===== src/rtl/mem_loader.sv =====
// Framed byte-stream boot loader: parses SYNC/addr/len/payload/csum frames from the
// host byte source and writes the payload into main memory while holding the CPU off.
//
// state  | meaning
// IDLE   | bus released to CPU, discarding bytes until SYNC_BYTE
// ADDR_H | capturing start address high byte
// ADDR_L | capturing start address low byte
// LEN_H  | capturing payload length high byte
// LEN_L  | capturing payload length low byte
// DATA   | waiting for next payload byte
// WRITE  | single-cycle memory load strobe for the latched byte
// CSUM   | waiting for checksum byte
// FIN    | one-cycle done pulse, then back to IDLE
module mem_loader #(
   parameter int                WIDTH_ADDR = 16,
   parameter int                WIDTH      = 8,
   parameter logic [WIDTH-1:0]  SYNC_BYTE  = 8'hA5
) (
   input  logic                  clk,
   input  logic                  reset_n,
   input  logic [WIDTH-1:0]      rx_data,
   input  logic                  rx_valid,
   output logic                  rx_ready,
   output logic [WIDTH_ADDR-1:0] addr_out,
   output logic [WIDTH-1:0]      data_out,
   output logic                  load_n,
   output logic                  bus_dir,
   output logic                  cpu_hold,
   output logic                  done,
   output logic                  err
);

   localparam int LEN_W = 2 * WIDTH;

   typedef enum logic [3:0] {
      S_IDLE,
      S_ADDR_H,
      S_ADDR_L,
      S_LEN_H,
      S_LEN_L,
      S_DATA,
      S_WRITE,
      S_CSUM,
      S_FIN
   } state_t;

   state_t                  state_q, state_d;
   logic [WIDTH_ADDR-1:0]   addr_q, addr_d;
   logic [LEN_W-1:0]        len_q, len_d;
   logic [WIDTH-1:0]        sum_q, sum_d;
   logic [WIDTH-1:0]        data_q, data_d;
   logic                    err_q, err_d;

   logic                    ready_s;
   logic                    write_s;
   logic [LEN_W-1:0]        len_next;
   logic [WIDTH-1:0]        csum_chk;

   always_ff @(posedge clk) begin
      if (!reset_n) begin
         state_q <= S_IDLE;
         addr_q  <= '0;
         len_q   <= '0;
         sum_q   <= '0;
         data_q  <= '0;
         err_q   <= 1'b0;
      end else begin
         state_q <= state_d;
         addr_q  <= addr_d;
         len_q   <= len_d;
         sum_q   <= sum_d;
         data_q  <= data_d;
         err_q   <= err_d;
      end
   end

   always_comb begin
      state_d  = state_q;
      addr_d   = addr_q;
      len_d    = len_q;
      sum_d    = sum_q;
      data_d   = data_q;
      err_d    = err_q;
      ready_s  = 1'b0;
      write_s  = 1'b0;
      len_next = {len_q[WIDTH-1:0], rx_data};
      csum_chk = sum_q + rx_data;

      case (state_q)
         S_IDLE: begin
            ready_s = 1'b1;
            if (rx_valid && rx_data == SYNC_BYTE) begin
               state_d = S_ADDR_H;
               err_d   = 1'b0;
               sum_d   = '0;
            end
         end
         S_ADDR_H: begin
            ready_s = 1'b1;
            if (rx_valid) begin
               addr_d  = {addr_q[WIDTH_ADDR-WIDTH-1:0], rx_data};
               state_d = S_ADDR_L;
            end
         end
         S_ADDR_L: begin
            ready_s = 1'b1;
            if (rx_valid) begin
               addr_d  = {addr_q[WIDTH_ADDR-WIDTH-1:0], rx_data};
               state_d = S_LEN_H;
            end
         end
         S_LEN_H: begin
            ready_s = 1'b1;
            if (rx_valid) begin
               len_d   = len_next;
               state_d = S_LEN_L;
            end
         end
         S_LEN_L: begin
            ready_s = 1'b1;
            if (rx_valid) begin
               len_d   = len_next;
               state_d = (len_next == '0) ? S_CSUM : S_DATA;
            end
         end
         S_DATA: begin
            ready_s = 1'b1;
            if (rx_valid) begin
               data_d  = rx_data;
               sum_d   = csum_chk;
               state_d = S_WRITE;
            end
         end
         S_WRITE: begin
            // address wraps naturally at the top of the address space
            write_s = 1'b1;
            addr_d  = addr_q + WIDTH_ADDR'(1);
            len_d   = len_q - LEN_W'(1);
            state_d = (len_q == LEN_W'(1)) ? S_CSUM : S_DATA;
         end
         S_CSUM: begin
            ready_s = 1'b1;
            if (rx_valid) begin
               err_d   = (csum_chk != '0);
               state_d = S_FIN;
            end
         end
         S_FIN: begin
            state_d = S_IDLE;
         end
         default: begin
            state_d = S_IDLE;
         end
      endcase
   end

   // Gating with reset_n keeps the strobes quiet during reset even mid-frame.
   assign rx_ready = ready_s & reset_n;
   assign load_n   = ~(write_s & reset_n);
   assign bus_dir  = ~(write_s & reset_n);
   assign cpu_hold = (state_q != S_IDLE) & reset_n;
   assign done     = (state_q == S_FIN) & reset_n;
   assign err      = err_q;
   assign addr_out = addr_q;
   assign data_out = data_q;

endmodule


===== config.mk =====
export PLATFORM = sky130hd
export DESIGN_NAME = mem_loader
export DESIGN_NICKNAME = d
export VERILOG_FILES = /design/src/rtl/mem_loader.sv
export SDC_FILE = /design/constraint.sdc
export NUM_CORES = 1
export LEC_CHECK = 0
export BUFFER_PORTS_ARGS = -buffer_cell sky130_fd_sc_hd__buf_2
export CAP_MARGIN = 20
export CORE_UTILIZATION = 35
export DETAILED_ROUTE_END_ITERATION = 10
export GPL_TIMING_DRIVEN = 0
export PLACE_DENSITY_LB_ADDON = 0.1
export SETUP_SLACK_MARGIN = 0.3
export SLEW_MARGIN = 20
export SYNTH_ARGS = -nofsm -noshare
export SYNTH_HDL_FRONTEND = slang
export SYNTH_SLANG_ARGS = --single-unit

===== constraint.sdc =====
create_clock -name clk -period 2.9 [get_ports clk]
set_input_delay 0.29 -clock clk [delete_from_list [all_inputs] [get_ports clk]]
set_output_delay 0.29 -clock clk [all_outputs]
set_load 0.01 [all_outputs]

After elaboration in Yosys (flattened, before gate mapping)
Index checks and enable logic that the tools add are counted.
{"block": "word_totals", "output_inout_bits": 30, "wordCells": 73, "regBits": 53, "in_bits": 11}
{"block": "classes", "n_eq_ne": 19, "reduce_logical": 18, "bitwise": 5, "n_addsub": 3, "mux": 22}
{"op": "case mux 16 bit (2 select lines)", "n": 2}
{"op": "two-way mux 16 bit", "n": 2}
{"op": "case mux 4 bit (8 select lines)", "n": 1}
{"op": "two-way mux 4 bit", "n": 7}
{"op": "adder 16 x 1 -> 16 bit, second input constant", "n": 1}
{"op": "== test 16 x 1 -> 1 bit, second input constant", "n": 1}
{"op": "== test 4 x 3 -> 1 bit, second input constant", "n": 4}
{"op": "logical NOT 16 bit", "n": 1}
{"op": "two-way mux 8 bit", "n": 2}
{"op": "case mux 8 bit (2 select lines)", "n": 1}
{"op": "subtractor 16 x 1 -> 16 bit, second input constant", "n": 1}
{"op": "inequality test 2 bit, second input constant", "n": 7}
{"op": "adder 8 bit", "n": 1}
{"op": "== test 4 x 2 -> 1 bit, second input constant", "n": 2}
{"op": "== test 8 bit, second input constant", "n": 1}
{"op": "nonzero test 2 bit", "n": 4}
{"op": "nonzero test 8 bit", "n": 1}
{"op": "AND reduction 7 bit", "n": 1}
{"op": "OR reduction 7 bit", "n": 1}
{"op": "AND reduction 2 bit", "n": 3}
{"op": "AND reduction 3 bit", "n": 2}
{"op": "AND 1 bit", "n": 4}
{"op": "== test 4 x 1 -> 1 bit, second input constant", "n": 1}
{"op": "== test 4 bit, second input constant", "n": 1}
{"op": "9 further kinds", "n": 15}

Longest topological paths before layout
Gate-level depths: netlist (run 1).
{"block": "logic_depth", "word_depth": 4, "mapped_depth": 7, "mapped_depth_nobuf": 7}

Worst setup path before layout (run 1)
OpenSTA, ideal clock, no wires.
{"block": "synth_timing", "kind": "input port to flip-flop", "from": "input rx_data[0]", "to": "register err_q (netlist: err)", "cell_stages": 7, "arrival_time_ns": 2.133, "n_path_buf": 0, "t_required_ns": 2.767, "setup_time_ns": 0.133, "slack_ns": 0.634, "cell_sequence": "ha_1 fa_1 a211oi_1 nor4_1 or4b_2 nor2_1 a311oi_1"}
{"block": "synth_via", "elab_chain_len": 4, "elab_cells_between_ends": 8, "classes_between": "add/sub (1); eq/ne (2); mux (2); reduce/logical (3)"}
{"element": "start: declaration", "line": "21", "text": "input logic [WIDTH-1:0] rx_data,"}
{"element": "adder 8 bit / == test 8 bit (equally long branches)", "line": "87, 92"}
{"element": "nonzero test 8 bit / logical AND 1 bit (equally long branches)", "line": "144, 92"}
{"element": "two-way mux 1 bit / inequality test 2 bit (equally long branches)"}
{"element": "case mux 1 bit (2 select lines) / AND reduction 3 bit (equally long branches)"}
{"element": "end signal: assignment", "line": "73", "text": "err_q <= err_d;"}
{"element": "end: declaration", "line": "52", "text": "logic err_q, err_d;"}
Parallel ways exist; a longest one is shown, timed or not. The select of a mux whose other input is x is not followed.
A chain may end at the register's enable or synchronous reset.

Worst setup path in the final report (run 1)
{"block": "layout_timing", "from": "register sum_q[0]", "to": "register err_q (netlist: err)"}
{"block": "layout_via", "elab_chain_len": 4}
{"element": "start: declaration", "line": "50", "text": "logic [WIDTH-1:0] sum_q, sum_d;"}
{"element": "start signal: assignment", "line": "71", "text": "sum_q <= sum_d;"}
{"element": "adder 8 bit", "line": "87", "text": "csum_chk = sum_q + rx_data;"}
{"element": "nonzero test 8 bit", "line": "144", "text": "err_d = (csum_chk != '0);"}
{"element": "two-way mux 1 bit", "line": "143", "text": "if (rx_valid) begin"}
{"element": "case mux 1 bit (2 select lines)", "line": "89", "text": "case (state_q)"}
Every way passes these cells. The select of a mux whose other input is x is not followed.

==> impl_metrics.tcl, run 1 <==
set metrics [dict create \
    max_stage_delay_ns 0.68 \
    grt_max_degree 17 \
    finalSetupTns_ns 0 \
    synth_xor_xnor_area_share 0.0256 \
    clock_sinks 53 \
    antennaDiodeCount 0 \
    postRouteAntennaNets 0 \
    synthAdderAreaFrac 0.0511 \
    initial_core_util 0.368 \
    worstSkewPairLatency_ns 0.31 \
    max_slew_margin 0.359 \
    leakagePower_nw 1.34 \
    hold_viol 0 \
    required_ns 3.08 \
    dp_hpwl_um 6780 \
    num_io_pins 41 \
    worst_pin_slew_ns 0.955 \
    placementRows 33 \
    routed_wl_um 9370 \
    synth.area.mux_share 0.0138 \
    clock.fmax_ghz 0.415 \
    grt_pass1_wl_um 14900 \
    syn_area_per_cell_um2 7.84 \
    yosysUniqueCellTypes 58 \
    synth_cells 393 \
    gp_congestion 0.839 \
    drc 0 \
    synth_area_leaders "dfxtp_1, a21oi_1, nand2_1" \
    rsz0062_at_grt "false" \
    cts-htree-levels 2 \
    drv_cap 0 \
    wire_per_inst_um 17.2 \
    yosys.area_share.simple 0.275 \
    drive_gt1_frac 0.152 \
    cellPowerDensity_nw_per_um2 402 \
    path_cells "ha_1, fa_1, a211oi_2, nor4_1, or4b_2, nor2_1, a311oi_1" \
    grt_pass1_vias 2844 \
    yosys.area.top_type "dfxtp_1" \
    synth-async-reset-ratio 0 \
    synth_commonest_cells "a21oi_1, dfxtp_1, nand2_1" \
    placed_cell_area_um2 3410 \
    fin_crit_sh 0.831 \
    syn_to_final_growth_pct 14.8 \
    post-cts-setup-buffers 0 \
    ctsLongestPathBuffers 2 \
    hold_class "in -> reg" \
    fp.dieArea_um2 9190 \
    yosysMostFrequentCell "a21oi_1" \
    fp.dieH_um 95.9 \
    grt_overflow 0 \
    synth_top_area_share 0.344 \
    power_mw 1.42 \
    io_buffers 40 \
    slew_viol_final 0 \
    antenna_found_initial 0 \
    synth_nets 416 \
    via_per_inst 5.74 \
    cts_tree "built" \
    synth-compound-area-share 0.252 \
    critPathCaptureType "flip-flop" \
    ys_warn_count 0 \
    slowest_stage "or4b_2" \
    clkTransAtPathRegs_ns 0.10 \
    yosysSeqAreaShare 0.344 \
    synth_ff_type "dfxtp_1" \
    final.min_clock_period_ns 2.41 \
    finalSetupViolCount 0 \
    final.setup_skew_ns 0.00822 \
    synth_seq_cells 53 \
    dp_cells 538 \
    synth_top_family_by_area "simple AND/OR/NAND/NOR gates" \
    die-width_um 95.9 \
    arrival_ns 2.59 \
    vias 3136 \
    ir_drop_uv 265 \
    cts-root-buf "clkbuf_8" \
    critPathMaxFanout 3 \
    core_um2 8380 \
    crit_type "reg -> reg" \
    dp_slack_ns 0.285 \
    cts_buffers 5 \
    track_usage 0.214 \
    start_kind "flip-flop" \
    setup_ws_ns 0.490 \
    final_area_um2 3540 \
    outcome "finished clean" \
    final_cells 546 \
    synth_enable_flop_cells 0 \
    drtPass1Iterations 4 \
    drt-initial-drc-count 164 \
    netlist_area_um2 3080 \
    finalNetCount 463 \
    nFillCells 897 \
]
[critical path, delay by kind of cell (launching register included)]
kind                     cells  cell delay (ns)
flip-flops                   1             0.33
adder cells (fa/ha/maj)      2             0.67
AND/OR/NAND/NOR              3             0.90
AO/OA/AOI/OAI                2             0.38
[sequential cells by signal, indices dropped and copies added (netlist names)]
signal and flops:
data_out 8, len_q 16, addr_out 16, err 1, state_q 4, sum_q 8
[final timing paths]
path / start / end / slack [ns] / cells after the start
setup / recovery: sum_q[0]$_SDFFE_PN0P_ / err$_SDFFE_PN0P_ / 0.49 / 7
hold / removal: rx_data[0] / data_out[0]$_SDFFE_PN0P_ / 0.28 / 3
setup reg to reg: sum_q[0]$_SDFFE_PN0P_ / err$_SDFFE_PN0P_ / 0.49 / 7
hold reg to reg: data_out[3]$_SDFFE_PN0P_ / data_out[3]$_SDFFE_PN0P_ / 0.46 / 2
[kinds of logic (layout without fill, tap and decap cells)]
logic type                 count (synthesis)  after routing
buffers and inverters                     28             76
adders and majority gates                 12             12
muxes                                      4              4
and+or+nand+nor                          163            163
AOI/OAI and AO/OA                        124            124
xor gates and xnor gates                   9              9
DFF                                       53             53
[layout by cell type, fill, tap and decap left out, types with 6 or more instances in the layout]
master	n
ha_1	11
nor4_1	7
nor3_1	14
nor2_1	34
dfxtp_1	53
o21ai_0	9
nand3_1	18
or3_1	7
a22oi_1	7
clkbuf_8	6
o211ai_1	9
clkbuf_1	19
buf_2	42
nand2_1	42
a31oi_1	10
a21oi_1	56
nand4_1	6
[final cells by class]
type	count	area, um^2	area share
Clock inverter	2	37.5	0.0106
Buffer	23	100	0.0283
Inverter	5	18.8	0.00530
Sequential cell	53	1060	0.300
Timing Repair Buffer	40	200	0.0566
Clock buffer	6	82.6	0.0233
Multi-Input combinational cell	312	1910	0.539
Tap cell	105	131	0.0371
[routing by layer]
layer  part of all wire  wire length (um)  vias to the layer above  GRT usage
li1                   -                 -                     1563          -
met1               0.49              4610                     1481      0.304
met2               0.44              4090                       85      0.339
met3              0.065               610                        7     0.0284
met4             0.0069                65                        0     0.0547
met5                  0                 0                        -          0
[through the flow]
stage	util	hold slack, ns
after global placement	0.407	0.443
after floorplan	-	0.426
after CTS	0.422	0.282
after detailed placement	0.407	0.447
final	0.422	0.278
after global routing	0.422	0.272
[what timing repair did]
action,4_1_cts,5_1_grt
hold buffers,0,0
resized for setup,0,1
endpoints found under the setup margin,0,2
[power by group]
| part | internal (mW) | switching (mW) | leakage, nW |
|---|---|---|---|
| clock network | 0.281 | 0.264 | 0.0574 |
| logic | 0.0446 | 0.0887 | 0.860 |
| registers | 0.734 | 0.0120 | 0.427 |
(Power assumes the default switching activity.)
==> inputs of run 2 (changes only) <==
==> constraint.sdc (replaced) <==
create_clock -name clk -period 2 [get_ports clk]
set_input_delay 0.2 -clock clk [delete_from_list [all_inputs] [get_ports clk]]
set_output_delay 0.2 -clock clk [all_outputs]
set_load 0.01 [all_outputs]
==> impl_metrics.tcl, run 2 (synthesized netlist as in run 1, its figures left out) <==
set metrics [dict create \
    grt_pass1_vias 3192 \
    max_slew_margin 0.541 \
    r2r-start "sum_q[0]$_SDFFE_PN0P_" \
    grt_overflow 0 \
    gp_congestion 0.850 \
    power_mw 2.06 \
    rsz0062_at_grt "true" \
    crit_type "reg -> reg" \
    layout_common_cells "a21oi_1, dfxtp_1, buf_2" \
    placementRows 33 \
    start_kind "flip-flop" \
    hold_viol 0 \
    critPathCaptureType "flip-flop" \
    drv_cap 0 \
    leakagePower_nw 1.76 \
    final.setup_skew_ns 0.00732 \
    cts_buffers 5 \
    required_ns 2.20 \
    grt_pass1_wl_um 16500 \
    arrival_ns 2.28 \
    die-width_um 95.9 \
    routed_wl_um 10700 \
    clock.fmax_ghz 0.480 \
    via_per_inst 5.84 \
    critPathMaxFanout 3 \
    hold-path-cell-count 3 \
    drc 0 \
    worst_pin_slew_ns 0.688 \
    drtPass1Iterations 4 \
    wire_per_inst_um 18.3 \
    vias 3422 \
    slowest_stage "or4b_4" \
    final_area_um2 4520 \
    finalNetCount 503 \
    core_um2 8380 \
    grt_max_degree 19 \
    cp-endpoint "err$_SDFFE_PN0P_" \
    final.min_clock_period_ns 2.08 \
    placed_cell_area_um2 3450 \
    reg2reg_to "err$_SDFFE_PN0P_" \
    ff2ff_setup_slack_ns -0.08 \
    rr_worst_depth 7 \
    cts_tree "built" \
    clock_sinks 53 \
    postCtsHoldBufs 0 \
    nFillCells 761 \
    track_usage 0.236 \
    mostFrequentLayoutCell "a21oi_1" \
    drt-initial-drc-count 263 \
    slew_viol_final 0 \
    ctsLongestPathBuffers 2 \
    finalSetupViolCount 2 \
    ir_drop_uv 266 \
    cts-root-buf "clkbuf_8" \
    path_cells "ha_4, fa_2, a211oi_2, nor4_1, or4b_4, nor2_2, a311oi_1" \
    postRouteAntennaNets 0 \
    fp.dieArea_um2 9190 \
    drive_gt1_frac 0.399 \
    antenna_found_initial 0 \
    cts-htree-levels 2 \
    fp.dieH_um 95.9 \
    initial_core_util 0.368 \
    crit_start "sum_q[0]$_SDFFE_PN0P_" \
    io_buffers 40 \
    syn_to_final_growth_pct 46.5 \
    antennaDiodeCount 0 \
    failed_checks "setup timing" \
    outcome "finished with violations" \
    fin_crit_sh 1.04 \
    max_stage_delay_ns 0.50 \
    num_io_pins 41 \
    worstSkewPairLatency_ns 0.33 \
    hold_class "in -> reg" \
    clkTransAtPathRegs_ns 0.11 \
    cellPowerDensity_nw_per_um2 457 \
    setup_ws_ns -0.0845 \
    dp_hpwl_um 6690 \
]
run 2: worst min path at each step:
stage	start	endpoint	slack (ns)
3_3_place_gp	data_out[6]$_SDFFE_PN0P_	data_out[6]$_SDFFE_PN0P_	0.44
5_1_grt	rx_data[0]	data_out[0]$_SDFFE_PN0P_	0.19
3_5_place_dp	data_out[2]$_SDFFE_PN0P_	data_out[2]$_SDFFE_PN0P_	0.45
4_1_cts	rx_data[0]	data_out[0]$_SDFFE_PN0P_	0.17
6_report	rx_data[0]	data_out[0]$_SDFFE_PN0P_	0.17
2_1_floorplan	rx_data[0]	data_out[0]$_SDFFE_PN0P_	0.34
run 2: power by group:
group          internal (mW)  switching, mW  leakage (nW)  total (mW)
registers               1.06         0.0209         0.434        1.08
clock network          0.255          0.430        0.0447       0.685
logic                  0.127          0.167          1.28       0.294
run 2: area by class of cell:
class                           instances  area (um^2)  area share
Multi-Input combinational cell        312         2370       0.525
Sequential cell                        53         1080       0.240
Timing Repair Buffer                   80          594       0.132
Buffer                                 23          224      0.0496
Tap cell                              105          131      0.0291
Clock buffer                            5         68.8      0.0152
Clock inverter                          3         25.0     0.00554
Inverter                                5         18.8     0.00416
run 2: metrics by stage:
step	std cells	hold slack (ns)	util	TNS, ns	setup slack (ns)
detailed placement	538	0.448	0.412	-5.41	-0.366
global placement	538	0.442	0.412	-5.07	-0.338
global route	586	0.185	0.539	-0.323	-0.170
floorplan	393	0.336	-	-0.0288	-0.0288
CTS	577	0.172	0.507	-0.101	-0.0514
finish	586	0.171	0.539	-0.166	-0.0845
run 2: repair_timing:
action	CTS	global route
pin swaps	33	35
setup buffers	29	9
gates cloned	2	0
endpoints found under the setup margin	56	52
resized for setup	118	59
run 2: critical path, delay by kind of cell (launching register included):
family	cells	cell delay [ns]
DFF	1	0.35
adders and majority gates	2	0.53
AOI/OAI and AO/OA	2	0.37
and+or+nand+nor	3	0.69
run 2: routing by layer:
metal / global-route usage / share of wire
met3: 0.0434 / 0.049
met2: 0.390 / 0.47
met5: 0 / 0
met4: 0.0634 / 0.016
met1: 0.316 / 0.46
==> inputs of run 3 (changes only) <==
--- a/config.mk
+++ b/config.mk
@@ -7,7 +7,7 @@
 export LEC_CHECK = 0
 export BUFFER_PORTS_ARGS = -buffer_cell sky130_fd_sc_hd__buf_2
 export CAP_MARGIN = 20
-export CORE_UTILIZATION = 35
+export CORE_UTILIZATION = 47
 export DETAILED_ROUTE_END_ITERATION = 10
 export GPL_TIMING_DRIVEN = 0
 export PLACE_DENSITY_LB_ADDON = 0.1
==> impl_metrics.tcl, run 3 (synthesized netlist as in run 1, its figures left out) <==
set metrics [dict create \
    outcome "finished with violations" \
    failed_checks "setup timing" \
    nFillCells 428 \
    leakagePower_nw 1.88 \
    fp.dieArea_um2 6890 \
    postRouteAntennaNets 0 \
    clkTransAtPathRegs_ns 0.10 \
    ir_drop_uv 389 \
    critPathCaptureType "flip-flop" \
    fp.dieH_um 83.0 \
    ff2ff_setup_slack_ns -0.04 \
    placementRows 29 \
    mostFrequentLayoutCell "dfxtp_1" \
    path_cells "ha_4, fa_2, a211oi_4, nor4_2, or4b_4, nor2_2, a311oi_1" \
    cellPowerDensity_nw_per_um2 444 \
    cts_tree "built" \
    dp_hpwl_um 6310 \
    start_kind "flip-flop" \
    final_cells 566 \
    hold_ws_ns 0.205 \
    final.setup_skew_ns 0.0107 \
    crit_type "reg -> reg" \
    finalNetCount 512 \
    drive_gt1_frac 0.464 \
    layout.area.seq_um2 1080 \
    hold_viol 0 \
    worstSkewPairLatency_ns 0.32 \
    antenna_found_initial 0 \
    crit_family "simple AND/OR/NAND/NOR gates" \
    drv_cap 0 \
    multiInputGateArea_um2 2580 \
    cts-root-buf "clkbuf_8" \
    cts_buffers 5 \
    vias 3620 \
    grt_overflow 0 \
    num_io_pins 41 \
    io_buffers 40 \
    grt_max_degree 16 \
    postCtsHoldBufs 0 \
    setup_ws_ns -0.0440 \
    cts-htree-levels 2 \
    rsz0062_at_grt "true" \
    grt_pass1_vias 3379 \
    required_ns 2.18 \
    gp_congestion 0.874 \
    syn_to_final_growth_pct 56.4 \
    max_slew_margin 0.505 \
    finalSetupViolCount 2 \
    antennaDiodeCount 0 \
    final.min_clock_period_ns 2.04 \
    dp_cells 510 \
    clock.fmax_ghz 0.489 \
    worst-path-buf-inv 0 \
    routed_wl_um 11400 \
    track_usage 0.311 \
    power_mw 2.14 \
    critPathMaxFanout 2 \
    die-width_um 83.0 \
    max_stage_delay_ns 0.50 \
    clock_sinks 53 \
    hold_class "in -> reg" \
    arrival_ns 2.23 \
    slowest_stage "or4b_4" \
    grt_pass1_wl_um 17400 \
    slew_viol_final 0 \
    ctsLongestPathBuffers 2 \
    via_per_inst 6.40 \
    drt-initial-drc-count 312 \
    layout_common_cells "dfxtp_1, buf_2, a21oi_1" \
    drc 0 \
    wire_per_inst_um 20.2 \
    drtPass1Iterations 5 \
    core_um2 6350 \
    fin_crit_sh 1.02 \
    initial_core_util 0.486 \
    worst_pin_slew_ns 0.743 \
]
==> run 3: cell types whose count changed in the layout (fill, tap and decap cells not counted), sizes merged <==
cell / change
inv: -1
clkbuf: -2
buf: +11
clkinvlp: -1
bufinv: +1
==> run 3: metal layers <==
layer	vias up	track usage	wire, um
li1	1667	-	-
met3	24	0.0616	847
met2	176	0.503	5590
met1	1753	0.419	4750
met5	-	0	0
met4	0	0.0972	236
==> run 3: where the power goes <==
part / leakage [nW] / switching (mW) / internal (mW) / total, mW
Combinational: 1.39 / 0.180 / 0.134 / 0.314
Clock: 0.0540 / 0.374 / 0.365 / 0.739
Sequential: 0.432 / 0.0229 / 1.06 / 1.09
Total: 1.88 / 0.577 / 1.56 / 2.14
==> run 3: what timing repair did <==
action	4_1_cts	5_1_grt
resized for setup	145	75
buffers inserted	32	13
pin swaps	43	37
endpoints found under the setup margin	56	55
cloned	4	0
==> run 3: final timing paths <==
check             cells after the start                  endpoint                startpoint
hold / removal                        3  data_out[1]$_SDFFE_PN0P_                rx_data[1]
setup / recovery                      7          err$_SDFFE_PN0P_     sum_q[0]$_SDFFE_PN0P_
setup reg to reg                      7          err$_SDFFE_PN0P_     sum_q[0]$_SDFFE_PN0P_
hold reg to reg                       2  data_out[3]$_SDFFE_PN0P_  data_out[3]$_SDFFE_PN0P_
==> run 3: worst register-to-register path, cell delays in order (launching register included) <==
cell and delay [ns]:
dfxtp_2 0.34, ha_4 0.16, fa_2 0.39, a211oi_4 0.26
nor4_2 0.08, or4b_4 0.50, nor2_2 0.10, a311oi_1 0.09
==> run 3: area by class of cell <==
class                      instances  share of cell area
buffer                            23              0.0472
clock buffer                       5              0.0143
clock inverter                     2             0.00727
inverter                           5             0.00389
multi-input combinational        312               0.535
sequential                        53               0.223
tap                               77              0.0200
timing repair buffer              89               0.149
==> run 3: stage by stage <==
stage / TNS, ns / utilization / worst slack [ns] / area (um^2)
after global routing: -0.227 / 0.759 / -0.0982 / 4820
after global placement: -2.63 / 0.538 / -0.206 / 3420
after CTS: -0.0674 / 0.692 / -0.0337 / 4390
final: -0.0844 / 0.759 / -0.0440 / 4820
after detailed placement: -3.10 / 0.538 / -0.239 / 3420
after floorplan: -0.0288 / - / -0.0288 / 3120
